===== config.mk =====
export PLATFORM = sky130hd
export DESIGN_NAME = bus_timer
export DESIGN_NICKNAME = d
export VERILOG_FILES = /design/src/rtl/bus_pkg.sv /design/src/rtl/bus_lane_unit.sv /design/src/rtl/bus_timer.sv
export SDC_FILE = /design/constraint.sdc
export NUM_CORES = 1
export LEC_CHECK = 0
export BUFFER_PORTS_ARGS = -buffer_cell sky130_fd_sc_hd__buf_2
export CORE_UTILIZATION = 65
export CTS_BUF_LIST = sky130_fd_sc_hd__clkbuf_4 sky130_fd_sc_hd__clkbuf_8
export DETAILED_ROUTE_END_ITERATION = 6
export HOLD_SLACK_MARGIN = 0.12
export PLACE_DENSITY = 0.89
export SETUP_SLACK_MARGIN = 0.05
export SLEW_MARGIN = 10
export SYNTH_ARGS = -nofsm -noshare
export SYNTH_HDL_FRONTEND = slang
export SYNTH_SLANG_ARGS = --single-unit

===== constraint.sdc =====
create_clock -name clk -period 3.9 [get_ports clk]
set_clock_uncertainty 0.2 [all_clocks]
set_input_delay 0.39 -clock clk [delete_from_list [all_inputs] [get_ports clk]]
set_output_delay 0.39 -clock clk [all_outputs]
set_load 0.005 [all_outputs]

===== src/rtl/bus_pkg.sv =====
// Shared definitions for data-bus targets (timer peripheral, data RAM).
// Contents:
//   - RV32I load/store func3 encodings
//   - timer register word indices, compared against busAddr[4:2]
//   - CTRL / STATUS bit positions
//   - byte-lane mask helpers used to merge partial stores
package bus_pkg;

  // RV32I load/store func3 encodings.
  localparam logic [2:0] F3_B  = 3'b000;
  localparam logic [2:0] F3_H  = 3'b001;
  localparam logic [2:0] F3_W  = 3'b010;
  localparam logic [2:0] F3_BU = 3'b100;
  localparam logic [2:0] F3_HU = 3'b101;

  // Timer register word indices (byte offset >> 2).
  localparam logic [2:0] TMR_CTRL   = 3'd0;  // 0x00
  localparam logic [2:0] TMR_PSC    = 3'd1;  // 0x04
  localparam logic [2:0] TMR_COUNT  = 3'd2;  // 0x08
  localparam logic [2:0] TMR_CMP    = 3'd3;  // 0x0C
  localparam logic [2:0] TMR_STATUS = 3'd4;  // 0x10

  // CTRL bit positions.
  localparam int unsigned CTRL_EN          = 0;
  localparam int unsigned CTRL_AUTO_RELOAD = 1;
  localparam int unsigned CTRL_IRQ_EN      = 2;
  localparam int unsigned CTRL_W           = 3;

  // STATUS bit positions.
  localparam int unsigned STATUS_MATCH = 0;
  localparam int unsigned STATUS_OVF   = 1;

  // Expand a 4-bit byte strobe into a 32-bit bit mask.
  function automatic logic [31:0] lane_mask(input logic [3:0] strb);
    return {{8{strb[3]}}, {8{strb[2]}}, {8{strb[1]}}, {8{strb[0]}}};
  endfunction

  // Replace only the strobed byte lanes of old_word with new_word.
  function automatic logic [31:0] merge_lanes(input logic [31:0] old_word,
                                              input logic [31:0] new_word,
                                              input logic [3:0]  strb);
    logic [31:0] m;
    m = lane_mask(strb);
    return (old_word & ~m) | (new_word & m);
  endfunction

endpackage


===== src/rtl/bus_lane_unit.sv =====
// Combinational byte-lane logic for an RV32I data-bus target.
// Stores: decodes func3 and the low address bits into a 4-bit lane strobe and
// replicates the LSB-aligned store data onto every lane. Misaligned or unknown
// stores yield an all-zero strobe so the target sees no write.
// Loads: extracts the addressed byte/half from the selected register word and
// sign- or zero-extends it. Misaligned loads return the aligned lane.
// Ports:
//   func3     in  3   load/store func3
//   addr_lo   in  2   byte address bits [1:0]
//   wdata     in  32  store data as driven by the core
//   rword     in  32  addressed register word (current state)
//   wstrb     out 4   byte write enables (not gated by select/we)
//   wdata_rep out 32  store data replicated across lanes
//   rdata     out 32  extended load data (0 for unknown func3)
module bus_lane_unit
  import bus_pkg::*;
(
  input  logic [2:0]  func3,
  input  logic [1:0]  addr_lo,
  input  logic [31:0] wdata,
  input  logic [31:0] rword,
  output logic [3:0]  wstrb,
  output logic [31:0] wdata_rep,
  output logic [31:0] rdata
);

  logic [7:0]  sel_byte;
  logic [15:0] sel_half;

  always_comb begin
    wstrb = 4'b0000;
    case (func3)
      F3_B: wstrb = 4'b0001 << addr_lo;
      F3_H: begin
        if (!addr_lo[0]) begin
          wstrb = addr_lo[1] ? 4'b1100 : 4'b0011;
        end
      end
      F3_W: begin
        if (addr_lo == 2'b00) begin
          wstrb = 4'b1111;
        end
      end
      default: wstrb = 4'b0000;
    endcase
  end

  always_comb begin
    case (func3)
      F3_B:    wdata_rep = {4{wdata[7:0]}};
      F3_H:    wdata_rep = {2{wdata[15:0]}};
      default: wdata_rep = wdata;
    endcase
  end

  // A misaligned half ignores addr[0] and returns the aligned half.
  assign sel_byte = rword[{addr_lo, 3'b000} +: 8];
  assign sel_half = addr_lo[1] ? rword[31:16] : rword[15:0];

  always_comb begin
    rdata = 32'h0;
    case (func3)
      F3_B:    rdata = {{24{sel_byte[7]}}, sel_byte};
      F3_BU:   rdata = {24'h0, sel_byte};
      F3_H:    rdata = {{16{sel_half[15]}}, sel_half};
      F3_HU:   rdata = {16'h0, sel_half};
      F3_W:    rdata = rword;
      default: rdata = 32'h0;
    endcase
  end

endmodule


===== src/rtl/bus_timer.sv =====
// Memory-mapped timer peripheral on the RV32I data bus.
// A prescaled 32-bit up-counter with compare match, sticky MATCH/OVF status
// (write-1-to-clear) and a level interrupt. Loads are answered combinationally
// from current register state; stores take effect at the next rising edge.
// Ports:
//   clk       in  1   system clock
//   rst       in  1   synchronous active-high reset
//   busSel    in  1   peripheral addressed this cycle
//   busWe     in  1   store strobe (qualified by busSel)
//   busAddr   in  32  byte address, [4:0] decoded
//   busWData  in  32  store data, LSB-aligned
//   busFunc3  in  3   load/store func3
//   busRData  out 32  load data (0 when not selected)
//   timerIrq  out 1   IRQ_EN & MATCH
module bus_timer
  import bus_pkg::*;
#(
  parameter int unsigned PSC_W = 16
) (
  input  logic        clk,
  input  logic        rst,
  input  logic        busSel,
  input  logic        busWe,
  input  logic [31:0] busAddr,
  input  logic [31:0] busWData,
  input  logic [2:0]  busFunc3,
  output logic [31:0] busRData,
  output logic        timerIrq
);

  // Architectural state.
  logic [CTRL_W-1:0] ctrl_q, ctrl_d;
  logic [PSC_W-1:0]  psc_q, psc_d;
  logic [PSC_W-1:0]  pc_q, pc_d;
  logic [31:0]       count_q, count_d;
  logic [31:0]       cmp_q, cmp_d;
  logic              match_q, match_d;
  logic              ovf_q, ovf_d;

  // Bus decode.
  logic [2:0]  reg_idx;
  logic [31:0] rword;
  logic [3:0]  lane_strb;
  logic [3:0]  strb;
  logic [31:0] wdata_rep;
  logic [31:0] lane_rdata;
  logic        wr_ctrl, wr_psc, wr_count, wr_cmp, wr_status;

  // Counter datapath.
  logic en;
  logic tick;
  logic hit;
  logic wrap;
  logic w1c_match;
  logic w1c_ovf;

  // Only [4:0] of the address is decoded; the rest belongs to the decoder.
  logic unused_addr;
  assign unused_addr = ^busAddr[31:5];

  assign reg_idx = busAddr[4:2];

  // Current-state view of the addressed word; unmapped words read 0.
  always_comb begin
    rword = 32'h0;
    case (reg_idx)
      TMR_CTRL:   rword = 32'(ctrl_q);
      TMR_PSC:    rword = 32'(psc_q);
      TMR_COUNT:  rword = count_q;
      TMR_CMP:    rword = cmp_q;
      TMR_STATUS: rword = {30'h0, ovf_q, match_q};
      default:    rword = 32'h0;
    endcase
  end

  bus_lane_unit u_lane (
    .func3     (busFunc3),
    .addr_lo   (busAddr[1:0]),
    .wdata     (busWData),
    .rword     (rword),
    .wstrb     (lane_strb),
    .wdata_rep (wdata_rep),
    .rdata     (lane_rdata)
  );

  assign strb = (busSel && busWe) ? lane_strb : 4'b0000;

  assign wr_ctrl   = (reg_idx == TMR_CTRL)   && (strb != 4'b0000);
  assign wr_psc    = (reg_idx == TMR_PSC)    && (strb != 4'b0000);
  assign wr_count  = (reg_idx == TMR_COUNT)  && (strb != 4'b0000);
  assign wr_cmp    = (reg_idx == TMR_CMP)    && (strb != 4'b0000);
  assign wr_status = (reg_idx == TMR_STATUS) && (strb != 4'b0000);

  // Both status flags live in byte lane 0.
  assign w1c_match = wr_status && strb[0] && wdata_rep[STATUS_MATCH];
  assign w1c_ovf   = wr_status && strb[0] && wdata_rep[STATUS_OVF];

  // Tick and flag events are all computed from pre-write state, so a
  // same-cycle bus write never suppresses a tick or a flag set.
  assign en   = ctrl_q[CTRL_EN];
  assign tick = en && (pc_q == psc_q);
  assign hit  = tick && (count_q == cmp_q);
  assign wrap = tick && (count_q == 32'hFFFF_FFFF);

  always_comb begin
    ctrl_d  = ctrl_q;
    psc_d   = psc_q;
    pc_d    = pc_q;
    count_d = count_q;
    cmp_d   = cmp_q;

    // All CTRL bits are in lane 0.
    if (wr_ctrl && strb[0]) begin
      ctrl_d = wdata_rep[CTRL_W-1:0];
    end

    if (wr_psc) begin
      for (int i = 0; i < int'(PSC_W); i++) begin
        if (strb[i / 8]) begin
          psc_d[i] = wdata_rep[i];
        end
      end
    end

    // Any PSC write restarts the prescale period; the current tick (if any)
    // has already been decided from the old pc.
    if (wr_psc) begin
      pc_d = '0;
    end else if (en) begin
      pc_d = tick ? '0 : pc_q + PSC_W'(1);
    end

    // Bus write wins over the tick increment; unwritten lanes keep old value.
    if (wr_count) begin
      count_d = merge_lanes(count_q, wdata_rep, strb);
    end else if (tick) begin
      if (hit && ctrl_q[CTRL_AUTO_RELOAD]) begin
        count_d = 32'h0;
      end else begin
        count_d = count_q + 32'd1;
      end
    end

    if (wr_cmp) begin
      cmp_d = merge_lanes(cmp_q, wdata_rep, strb);
    end
  end

  // Hardware set takes priority over a coincident W1C.
  assign match_d = hit  || (match_q && !w1c_match);
  assign ovf_d   = wrap || (ovf_q && !w1c_ovf);

  always_ff @(posedge clk) begin
    if (rst) begin
      ctrl_q  <= '0;
      psc_q   <= '0;
      pc_q    <= '0;
      count_q <= 32'h0;
      cmp_q   <= 32'h0;
      match_q <= 1'b0;
      ovf_q   <= 1'b0;
    end else begin
      ctrl_q  <= ctrl_d;
      psc_q   <= psc_d;
      pc_q    <= pc_d;
      count_q <= count_d;
      cmp_q   <= cmp_d;
      match_q <= match_d;
      ovf_q   <= ovf_d;
    end
  end

  assign busRData = busSel ? lane_rdata : 32'h0;
  assign timerIrq = ctrl_q[CTRL_IRQ_EN] && match_q;

endmodule

-- After elaboration in Yosys (flattened, before gate mapping)
Cells that the tools add are included.
- register bits: 101
- input bits: 71
- logic and storage cells: 72
- add/sub/neg operators: 2
- eq/ne operators: 11
- shifts and indexed selects: 2
- mux-type cells: 14
- bitwise gates (word level): 6
- reduce and logical (&&, ||, !) cells: 29
- operator list (cell ; number):
    case mux 32 bit (5 select lines) ; 2
    two-way mux 32 bit ; 4
    bitwise AND 32 bit ; 3
    OR 32 bit ; 2
    case mux 32 bit (2 select lines) ; 1
    adder 32 x 1 -> 32 bit, second input constant ; 1
    equality test 32 bit ; 1
    equality test 32 bit, second input constant ; 1
    two-way mux 16 bit ; 2
    NOT 32 bit ; 1
    variable part select 32 x 6 -> 8 bit ; 1
    logical AND 1 bit ; 17
    adder 16 x 1 -> 16 bit, second input constant ; 1
    equality test 16 bit ; 1
    two-way mux 4 bit ; 4
    case mux 4 bit (3 select lines) ; 1
    equality test 3 x 2 -> 1 bit, second input constant ; 3
    equality test 3 bit, second input constant ; 3
    equality test 3 x 1 -> 1 bit, second input constant ; 2
    logical NOT 3 bit ; 2
    AND reduction 2 bit ; 2
    nonzero test 4 bit ; 1
    left shift 1 x 2 -> 4 bit, first input constant ; 1
    logical NOT 1 bit ; 2
    other kinds (4) ; 5

-- Depth between registers and ports, before layout
Gate-level depths: netlist (run 1).
- word-level depth: 11
- gate-level depth with buffers: 10
- mapped depth without buffers: 8

-- Hierarchy
Synthesis (run 1) repeated with hierarchy kept, for this count alone.
- cells, all modules: 950
- area total of the unflattened synthesis: 7407.1 µm²
- modules (own cells, without submodules) (module ; instances ; cells an instance ; area each (µm²)):
    bus_timer ; 1 ; 790 ; 6179.7
    bus_lane_unit ; 1 ; 160 ; 1227.4

-- Least setup slack after synthesis (run 1)
Ideal clock, no wire load.
- path type: input-to-output
- start: input port busAddr[2]
- end: output port busRData[21]
- arrival time: 2.224 ns
- data required time: 3.310 ns
- setup slack: 1.086 ns
- stages: 9
- path buffers: 2
- path through: clkbuf_1 -> nor3b_2 -> a22o_1 -> mux2i_1 -> nand2_1 -> nor2_1 -> a2111o_1 -> clkbuf_1 -> a21oi_1
- word-level cells in the longest chain between the ends: 5
- elaborated cells on any way between the ends: 10
- those cells by class: eq/ne: 4; shift: 1; mux: 4; reduce/logical: 1
- RTL lines (item ; line ; RTL):
    start: declaration ; bus_timer.sv:24 ; input logic [31:0] busAddr,
    equality test 3 bit (tied with other cells) ; bus_timer.sv:66 ; case (reg_idx)
    case mux 32 bit (5 select lines) (*) ; bus_timer.sv:66 ;
    variable part select 32 x 6 -> 8 bit / two-way mux 16 bit (equally long branches) ; bus_lane_unit.sv:57, bus_lane_unit.sv:58 ;
    case mux 32 bit (5 select lines) (*) ; bus_lane_unit.sv:62 ; case (func3)
    two-way mux 32 bit (*) ; bus_timer.sv:173 ; assign busRData = busSel ? lane_rdata : 32'h0;
    end: declaration ; bus_timer.sv:27 ; output logic [31:0] busRData,
Mark *: on every way between the ends. The rest lies on a longest branch, timed or not.

-- Worst setup path after layout (run 1)
- start: input port busAddr[2]
- end: output port busRData[29]
The elaborated chain is that of the path after synthesis.

==> reports/qor.csv, run 1 <==
metric,value,unit
outcome,finished with violations,
failing checks,DRC,
Cell variety after synth,63,
GPL Wtd Cong,1.05,
Power per Cell Area,263,nW/µm²
CTS root buf,clkbuf_8,
Die ar.,11500,µm²
WL final,23400,µm
unrepaired setup endpoints after global routing,no,
CTS Sinks,101,
vias in the first global route,6993,
post-synthesis net count,1024,
"most common cell after layout, fill and taps aside",nor2_1,
io pins,104,
average cell area after synthesis,7.54,µm²
Yosys top cell area share,28.2,%
initial antenna violation count,0,
final slew viol count,0,
post-route ant nets,0,
worst skew pair latency,0.39,ns
Antenna Cells,0,
Leak,3.11,nW
Hold WC Path Type,primary input to register,
DRC errors left,6,
Final Util,74.4,%
clock tree from TritonCTS,done,
drt pass-1 iters,7,
WL/cell,20.8,µm
CTS resizes,0,
largest net degree at the start of global routing,45,
worst-path maximum fanout,16,
largest area contributor in the netlist,dfxtp_1,
total negative slack,0,ns
clk buf depth,2,
internal reg-to-reg setup slack,0.83,ns
most frequent cells in the layout,"nor2_1, dfxtp_1, nand2_1",
clock transition at the registers of the reported paths,0.10,ns
total gr overflow,0,
sequential area share after synthesis,28.2,%
relative slew slack,26.6,%
worst path arrival time,3.02,ns
Worst Path Required,3.31,ns
MaxCap Viol Count,0,
Worst Max-Slew Pin Slew,1.10,ns
DP HPWL,17400,µm
first-pass GRT wire length,36300,µm
num rows,37,
CP Launch Point,busAddr[2],
Max Fclk,0.277,GHz
final instance area,7820,µm²
CP startpoint kind,primary input,
routed vias/inst,6.84,
fin crit share,92.4,%
Final #Nets,1060,
synthesized instance count,951,
Die Wd,107,µm
Total Routing Usage GR,41.4,%
total power,2.06,mW
worst setup path end,busRData[29],
CTS Hold Buffers Added,3,
Syn. warnings,0,
DR iter-0 viols,1001,
Initial Utilization,68.3,%
layout cell share with drive strength beyond 1,15.4,%
top_reg_cell synth,dfxtp_1,
input/output buffers,76,
Final Hold Fails,0,
H-Tree Depth,3,
"top cells by area, synth","dfxtp_1, xor2_1, nor2_1",
Syn-to-layout area delta,9.05,%
DP Area,7580,µm²
critical path type,primary input to output port,
ys async rst share,0,%
synthesized area,7170,µm²
min cycle time layout,3.61,ns
worst r2r path cells,8,
Final setup viols,0,
Num CTS Buffers,9,
hold_ws,0.148,ns
CORE AREA,10500,µm²
post-CTS setup buffer count,0,
Post-synth EDFFs,0,
vias,7713,
Max VDD drop,0.292,mV
Die H,107,µm
Yosys reg bits,101,
CP Capture Type,output port,
[layer usage]
| layer | share of wire [%] | GRT usage (%) | vias to the layer above |
|---|---|---|---|
| li1 | - | - | 3509 |
| met1 | 39 | 53.7 | 3512 |
| met2 | 41 | 60.0 | 580 |
| met3 | 15 | 14.5 | 112 |
| met4 | 5.8 | 22.3 | 0 |
| met5 | 0 | 0 | - |
[synthesized netlist by cell type, types with 3 or more instances]
master	instances
a21o_1	5
dfxtp_1	101
nor2_1	123
o31ai_1	3
and3_1	11
or3_1	4
nor3b_1	4
buf_1	6
o32ai_1	9
or4_1	7
buf_2	7
a21oi_1	86
clkbuf_1	58
and4_1	6
a211oi_1	29
mux2i_1	38
xor2_1	54
a31oi_1	7
o21ai_0	23
mux2_2	19
a222oi_1	5
nand3b_1	4
or2_2	10
xnor2_1	14
nor4_1	11
o22ai_1	5
nand2b_1	11
nand2_1	89
inv_1	14
nor2b_1	11
and2_1	14
nand4_1	12
a22oi_1	36
o32a_1	3
a22o_1	18
nand3_1	37
nor3_1	23
[area by class of cell]
cell class	instances	area, µm²
Timing Repair Buffer	99	561
Fill cell	835	2690
Tap cell	136	170
Inverter	14	52.6
Multi-Input combinational cell	762	4800
Sequential cell	101	2020
Clock buffer	12	159
Clock inverter	4	55.1
[worst max-delay path, cell delays in order]
cell      delay, ns
buf_2          0.12
nor2b_1        0.80
a22oi_1        0.36
nor2_1         0.22
mux2_2         0.19
nor3_1         0.04
a2111o_1       0.51
a21oi_1        0.22
buf_2          0.14
[worst min path at each step]
| stage | startpoint | slack, ns | cells after the start | end |
|---|---|---|---|---|
| after floorplan | ovf_q$_SDFF_PP0_ | 0.25 | 2 | ovf_q$_SDFF_PP0_ |
| after detailed placement | ovf_q$_SDFF_PP0_ | 0.28 | 2 | ovf_q$_SDFF_PP0_ |
| after global placement | register | 0.27 | 2 | register |
| after CTS | busWData[7] | 0.14 | 3 | register |
| final | busWData[7] | 0.15 | 3 | register |
| after global routing | busWData[7] | 0.17 | 3 | register |
[per-stage QoR]
stage,instances,worst slack (ns)
final,1128,0.295
after global routing,1128,0.108
after CTS,1128,0.411
after detailed placement,1109,0.420
after global placement,1109,0.466
after floorplan,951,1.09
[kinds of logic (layout without fill, tap and decap cells)]
group	Yosys count	in the layout	share of synthesized area, %
compound gates	243	243	22.4
buf+inv	88	129	4.99
fa+ha+maj	2	2	0.349
simple gates	390	390	26.8
xor+xnor	68	68	8.30
flops	101	101	28.2
mux	59	59	8.91
[report_power, final]
| group | internal [mW] | switching (mW) | total (mW) |
|---|---|---|---|
| Sequential | 1.04 | 0.0257 | 1.07 |
| Combinational | 0.0906 | 0.178 | 0.269 |
| Clock | 0.343 | 0.381 | 0.724 |
Power figures use the tool's default switching activity.
==> run 2: changes to the inputs <==
--- a/config.mk
+++ b/config.mk
@@ -6,9 +6,11 @@
 export NUM_CORES = 1
 export LEC_CHECK = 0
 export BUFFER_PORTS_ARGS = -buffer_cell sky130_fd_sc_hd__buf_2
+export CAP_MARGIN = 10
 export CORE_UTILIZATION = 65
 export CTS_BUF_LIST = sky130_fd_sc_hd__clkbuf_4 sky130_fd_sc_hd__clkbuf_8
 export DETAILED_ROUTE_END_ITERATION = 6
+export GPL_TIMING_DRIVEN = 1
 export HOLD_SLACK_MARGIN = 0.12
 export PLACE_DENSITY = 0.89
 export SETUP_SLACK_MARGIN = 0.05
==> constraint.sdc (replaced) <==
create_clock -name clk -period 4.64 [get_ports clk]
set_clock_uncertainty 0.2 [all_clocks]
set_input_delay 0.464 -clock clk [delete_from_list [all_inputs] [get_ports clk]]
set_output_delay 0.464 -clock clk [all_outputs]
set_load 0.005 [all_outputs]
==> reports/qor.csv, run 2 (synthesis gave the netlist of run 1 again) <==
metric,value,unit
DP Area,7520,µm²
Max Fclk,0.275,GHz
unrepaired setup endpoints after global routing,no,
worst setup margin,1.01,ns
critical path type,primary input to output port,
Worst Path Required,3.98,ns
worst-path maximum fanout,16,
"CP delay by family, top",compound AO/OA/AOI/OAI gates,
Cell Count Post-Placement,1101,
H-Tree Depth,3,
Syn-to-layout area delta,7.47,%
io pins,104,
DR top layer,met4,
met1 WL,9310,µm
hold_sp,busWData[3],
failing checks,DRC,
total power,1.69,mW
CP Cell Sequence,"buf_2, buf_4, mux2_2, a22oi_1, nor2_1, mux2_2, nor3_1, a2111o_1, a21oi_1, buf_2",
worst path buffer plus inverter count,3,
worst r2r path cells,8,
CTS root buf,clkbuf_8,
CTS Sinks,101,
Initial Utilization,68.3,%
Leak,3.05,nW
DP HPWL,17400,µm
Final setup viols,0,
WL/cell,21.2,µm
worst path arrival time,2.97,ns
outcome,finished with violations,
Die H,107,µm
internal reg-to-reg setup slack,1.52,ns
min cycle time layout,3.63,ns
Crit-path slowest cell,a2111o_1,
vias,7626,
initial antenna violation count,0,
CTS resizes,0,
input/output buffers,76,
Slowest Stage Delay on Critical Path,0.40,ns
hold path cells,3,
WL final,23600,µm
DR WL met3,3130,µm
Hold WC Path Type,primary input to register,
fin crit share,78.3,%
layout cell share with drive strength beyond 1,14.7,%
Die Wd,107,µm
Final #Nets,1049,
first-pass GRT wire length,36500,µm
CP Capture Type,output port,
MaxCap Viol Count,0,
Total Routing Usage GR,41.9,%
post-route ant nets,0,
largest net degree at the start of global routing,57,
Die ar.,11500,µm²
total negative slack,0,ns
relative slew slack,24.2,%
total gr overflow,0,
DR iter-0 viols,1017,
final instance area,7710,µm²
GPL Wtd Cong,1.04,
Max VDD drop,0.215,mV
post-CTS setup buffer count,0,
CTS Hold Buffers Added,0,
multi-input logic area,4800,µm²
wire length on met2,10100,µm
vias in the first global route,6751,
most frequent cells in the layout,"nor2_1, dfxtp_1, nand2_1",
routed vias/inst,6.83,
register area,2020,µm²
Antenna Cells,0,
DRC errors left,1,
Num CTS Buffers,9,
CP startpoint kind,primary input,
DP Worst Slack,1.11,ns
Fill cells,855,
final slew viol count,0,
clock transition at the registers of the reported paths,0.09,ns
Worst Max-Slew Pin Slew,1.14,ns
worst skew pair latency,0.40,ns
Final Hold Fails,0,
drt pass-1 iters,7,
Power per Cell Area,219,nW/µm²
clk buf depth,2,
CORE AREA,10500,µm²
"most common cell after layout, fill and taps aside",nor2_1,
fin cells,1116,
num rows,37,
clock tree from TritonCTS,done,
run 2: where the power goes:
group	total (mW)	switching, mW	internal (mW)
Clock	0.567	0.323	0.245
Sequential	0.896	0.0208	0.875
Combinational	0.222	0.149	0.0731
run 2: cell type report:
class	instances	area share, %
clock buffer	13	2.24
clock inverter	2	0.227
inverter	14	0.682
multi-input combinational	762	62.3
sequential	101	26.2
tap	136	2.21
timing repair buffer	88	6.10
run 2: metal layers:
metal / global-route usage [%] / vias up
met2: 61.3 / 574
li1: - / 3488
met3: 11.6 / 90
met5: 0 / -
met1: 56.5 / 3474
met4: 20.5 / 0
run 2: worst register-to-register path, stage by stage (launching register included):
cell     delay (ns)
dfxtp_1        0.48
xor2_1         0.19
nor4_1         0.62
nand4_1        0.30
nor4b_2        0.52
nor2_2         0.05
buf_4          0.26
a32oi_1        0.24
o32ai_1        0.11
run 2: worst max-delay path by stage:
stage / startpoint / endpoint / depth (start not counted)
detailed placement: busAddr[3] / busRData[29] / 10
global route: busAddr[2] / busRData[18] / 9
floorplan: busAddr[2] / busRData[21] / 9
CTS: busAddr[3] / busRData[29] / 10
finish: busAddr[3] / busRData[31] / 10
global placement: busAddr[3] / busRData[29] / 10
run 2: stage by stage:
step | hold WS, ns | utilization [%]
floorplan | 0.249 | -
global placement | 0.267 | 71.5
detailed placement | 0.268 | 71.5
CTS | 0.179 | 73.4
global route | 0.192 | 73.4
finish | 0.183 | 73.4
==> run 3: changes to the inputs <==
--- a/config.mk
+++ b/config.mk
@@ -7,12 +7,12 @@
 export LEC_CHECK = 0
 export BUFFER_PORTS_ARGS = -buffer_cell sky130_fd_sc_hd__buf_2
 export CAP_MARGIN = 10
-export CORE_UTILIZATION = 65
+export CORE_UTILIZATION = 60
 export CTS_BUF_LIST = sky130_fd_sc_hd__clkbuf_4 sky130_fd_sc_hd__clkbuf_8
 export DETAILED_ROUTE_END_ITERATION = 6
 export GPL_TIMING_DRIVEN = 1
 export HOLD_SLACK_MARGIN = 0.12
-export PLACE_DENSITY = 0.89
+export PLACE_DENSITY = 0.83
 export SETUP_SLACK_MARGIN = 0.05
 export SLEW_MARGIN = 10
 export SYNTH_ARGS = -nofsm -noshare
==> constraint.sdc (replaced) <==
create_clock -name clk -period 3.6 [get_ports clk]
set_clock_uncertainty 0.2 [all_clocks]
set_input_delay 0.36 -clock clk [delete_from_list [all_inputs] [get_ports clk]]
set_output_delay 0.36 -clock clk [all_outputs]
set_load 0.005 [all_outputs]
==> reports/qor.csv, run 3 (synthesis gave the netlist of run 1 again) <==
metric,value,unit
largest net degree at the start of global routing,54,
MaxCap Viol Count,0,
post-route ant nets,0,
worst r2r path cells,7,
fin crit share,89.9,%
outcome,finished with violations,
unrepaired setup endpoints after global routing,no,
final slew viol count,0,
"CP delay by family, top",compound AO/OA/AOI/OAI gates,
worst skew pair latency,0.40,ns
DP HPWL,18600,µm
CP dominant cell by count,buf_2,
min cycle time layout,3.23,ns
Die H,111,µm
GPL Wtd Cong,1.04,
Num CTS Buffers,9,
CTS root buf,clkbuf_8,
Antenna Cells,0,
total gr overflow,0,
hold path cells,3,
CP Launch Point,busAddr[3],
Final setup viols,0,
vias,7712,
WL final,24800,µm
DRC errors left,15,
Final #Nets,1077,
Die ar.,12400,µm²
Syn-to-layout area delta,11.5,%
total power,2.36,mW
Initial Utilization,62.3,%
Slowest Stage Delay on Critical Path,0.59,ns
Max Fclk,0.309,GHz
hold_sp,busWData[2],
Worst Max-Slew Pin Slew,0.736,ns
Crit-path slowest cell,a2111o_1,
CP startpoint kind,primary input,
vias in the first global route,6881,
total negative slack,0,ns
CP Cell Sequence,"buf_2, and3b_1, a22o_1, mux2i_1, nand2_1, nor2_1, a2111o_1, a21oi_1, buf_2",
Levels on crit path,9,
CTS Sinks,101,
DR iter-0 viols,1134,
first-pass GRT wire length,38300,µm
worst-path maximum fanout,16,
initial antenna violation count,0,
Worst Path Required,3.04,ns
WL/cell,21.5,µm
Die Wd,111,µm
routed vias/inst,6.69,
Leak,3.21,nW
CP Capture Type,output port,
Total Routing Usage GR,40.0,%
"most common cell after layout, fill and taps aside",nor2_1,
layout cell share with drive strength beyond 1,16.7,%
Max VDD drop,0.303,mV
H-Tree Depth,3,
most frequent cells in the layout,"nor2_1, dfxtp_1, nand2_1",
Power per Cell Area,295,nW/µm²
CORE AREA,11500,µm²
worst path buffer plus inverter count,2,
internal reg-to-reg setup slack,0.53,ns
clock tree from TritonCTS,done,
failing checks,DRC,
num rows,39,
worst path arrival time,2.67,ns
io pins,104,
Hold WC Path Type,primary input to register,
clk buf depth,2,
Final Util,69.4,%
relative slew slack,50.6,%
drt pass-1 iters,7,
input/output buffers,76,
critical path type,primary input to output port,
worst r2r src,pc_q[3]$_SDFFE_PP0P_,
Final Hold Fails,0,
clock transition at the registers of the reported paths,0.10,ns
post-CTS setup buffer count,0,
## run 3: changes by cell type in the layout (fill, tap and decap cells not counted)
cell	change
inv_8	+1
nor3_2	+1
inv_6	+2
bufinv_16	+2
clkbuf_8	-1
clkbuf_4	-1
clkinv_4	-2
nor3_1	-1
dlygate4sd3_1	+6
buf_4	+22
## run 3: metrics by stage
stage                     std cells  hold WS (ns)  area, µm²  setup slack, ns
after CTS                      1150         0.120       7980            0.431
after floorplan                 951         0.249       7170            0.846
after detailed placement       1130         0.272       7700            0.441
after global placement         1130         0.267       7700            0.472
final                          1152         0.141       8000            0.365
after global routing           1152         0.133       8000            0.162
## run 3: final cells by class
cell class                      count  area [µm²]
Clock inverter                      5        88.8
Tap cell                          143         179
Fill cell                         974        3520
Multi-Input combinational cell    762        4810
Timing Repair Buffer              116         696
Sequential cell                   101        2020
Inverter                           14        52.6
Clock buffer                       11         151
## run 3: worst paths after layout
path | end
max | busRData[30]
min | register
max reg2reg | register
min reg2reg | ovf_q$_SDFF_PP0_
## run 3: repair_timing
item / in CTS / in global routing
resized for setup: 0 / 0
endpoints found under the hold margin: 4 / 2
endpoints found under the setup margin: 0 / 0
hold buffers: 4 / 2
## run 3: metal layers
metal / global-route usage [%] / vias up / part of all wire (%)
met2: 60.0 / 548 / 43
met5: 0 / - / 0
met1: 54.8 / 3562 / 41
met3: 10.1 / 65 / 13
li1: - / 3537 / -
met4: 16.3 / 0 / 3.2
## run 3: report_power, final
| part | leakage (nW) | switching, mW | internal [mW] |
|---|---|---|---|
| combinational | 2.28 | 0.204 | 0.108 |
| sequential | 0.814 | 0.0236 | 1.13 |
| clock | 0.122 | 0.453 | 0.440 |
| total | 3.21 | 0.681 | 1.68 |
## run 3: worst reg2reg max path: stages, from the launching register on
cell      delay (ns)
dfxtp_1         0.47
xnor2_1         0.18
nor4bb_1        0.37
nand3_1         0.31
or3_4           0.57
and2_1          0.30
or2_0           0.40
o32ai_1         0.18
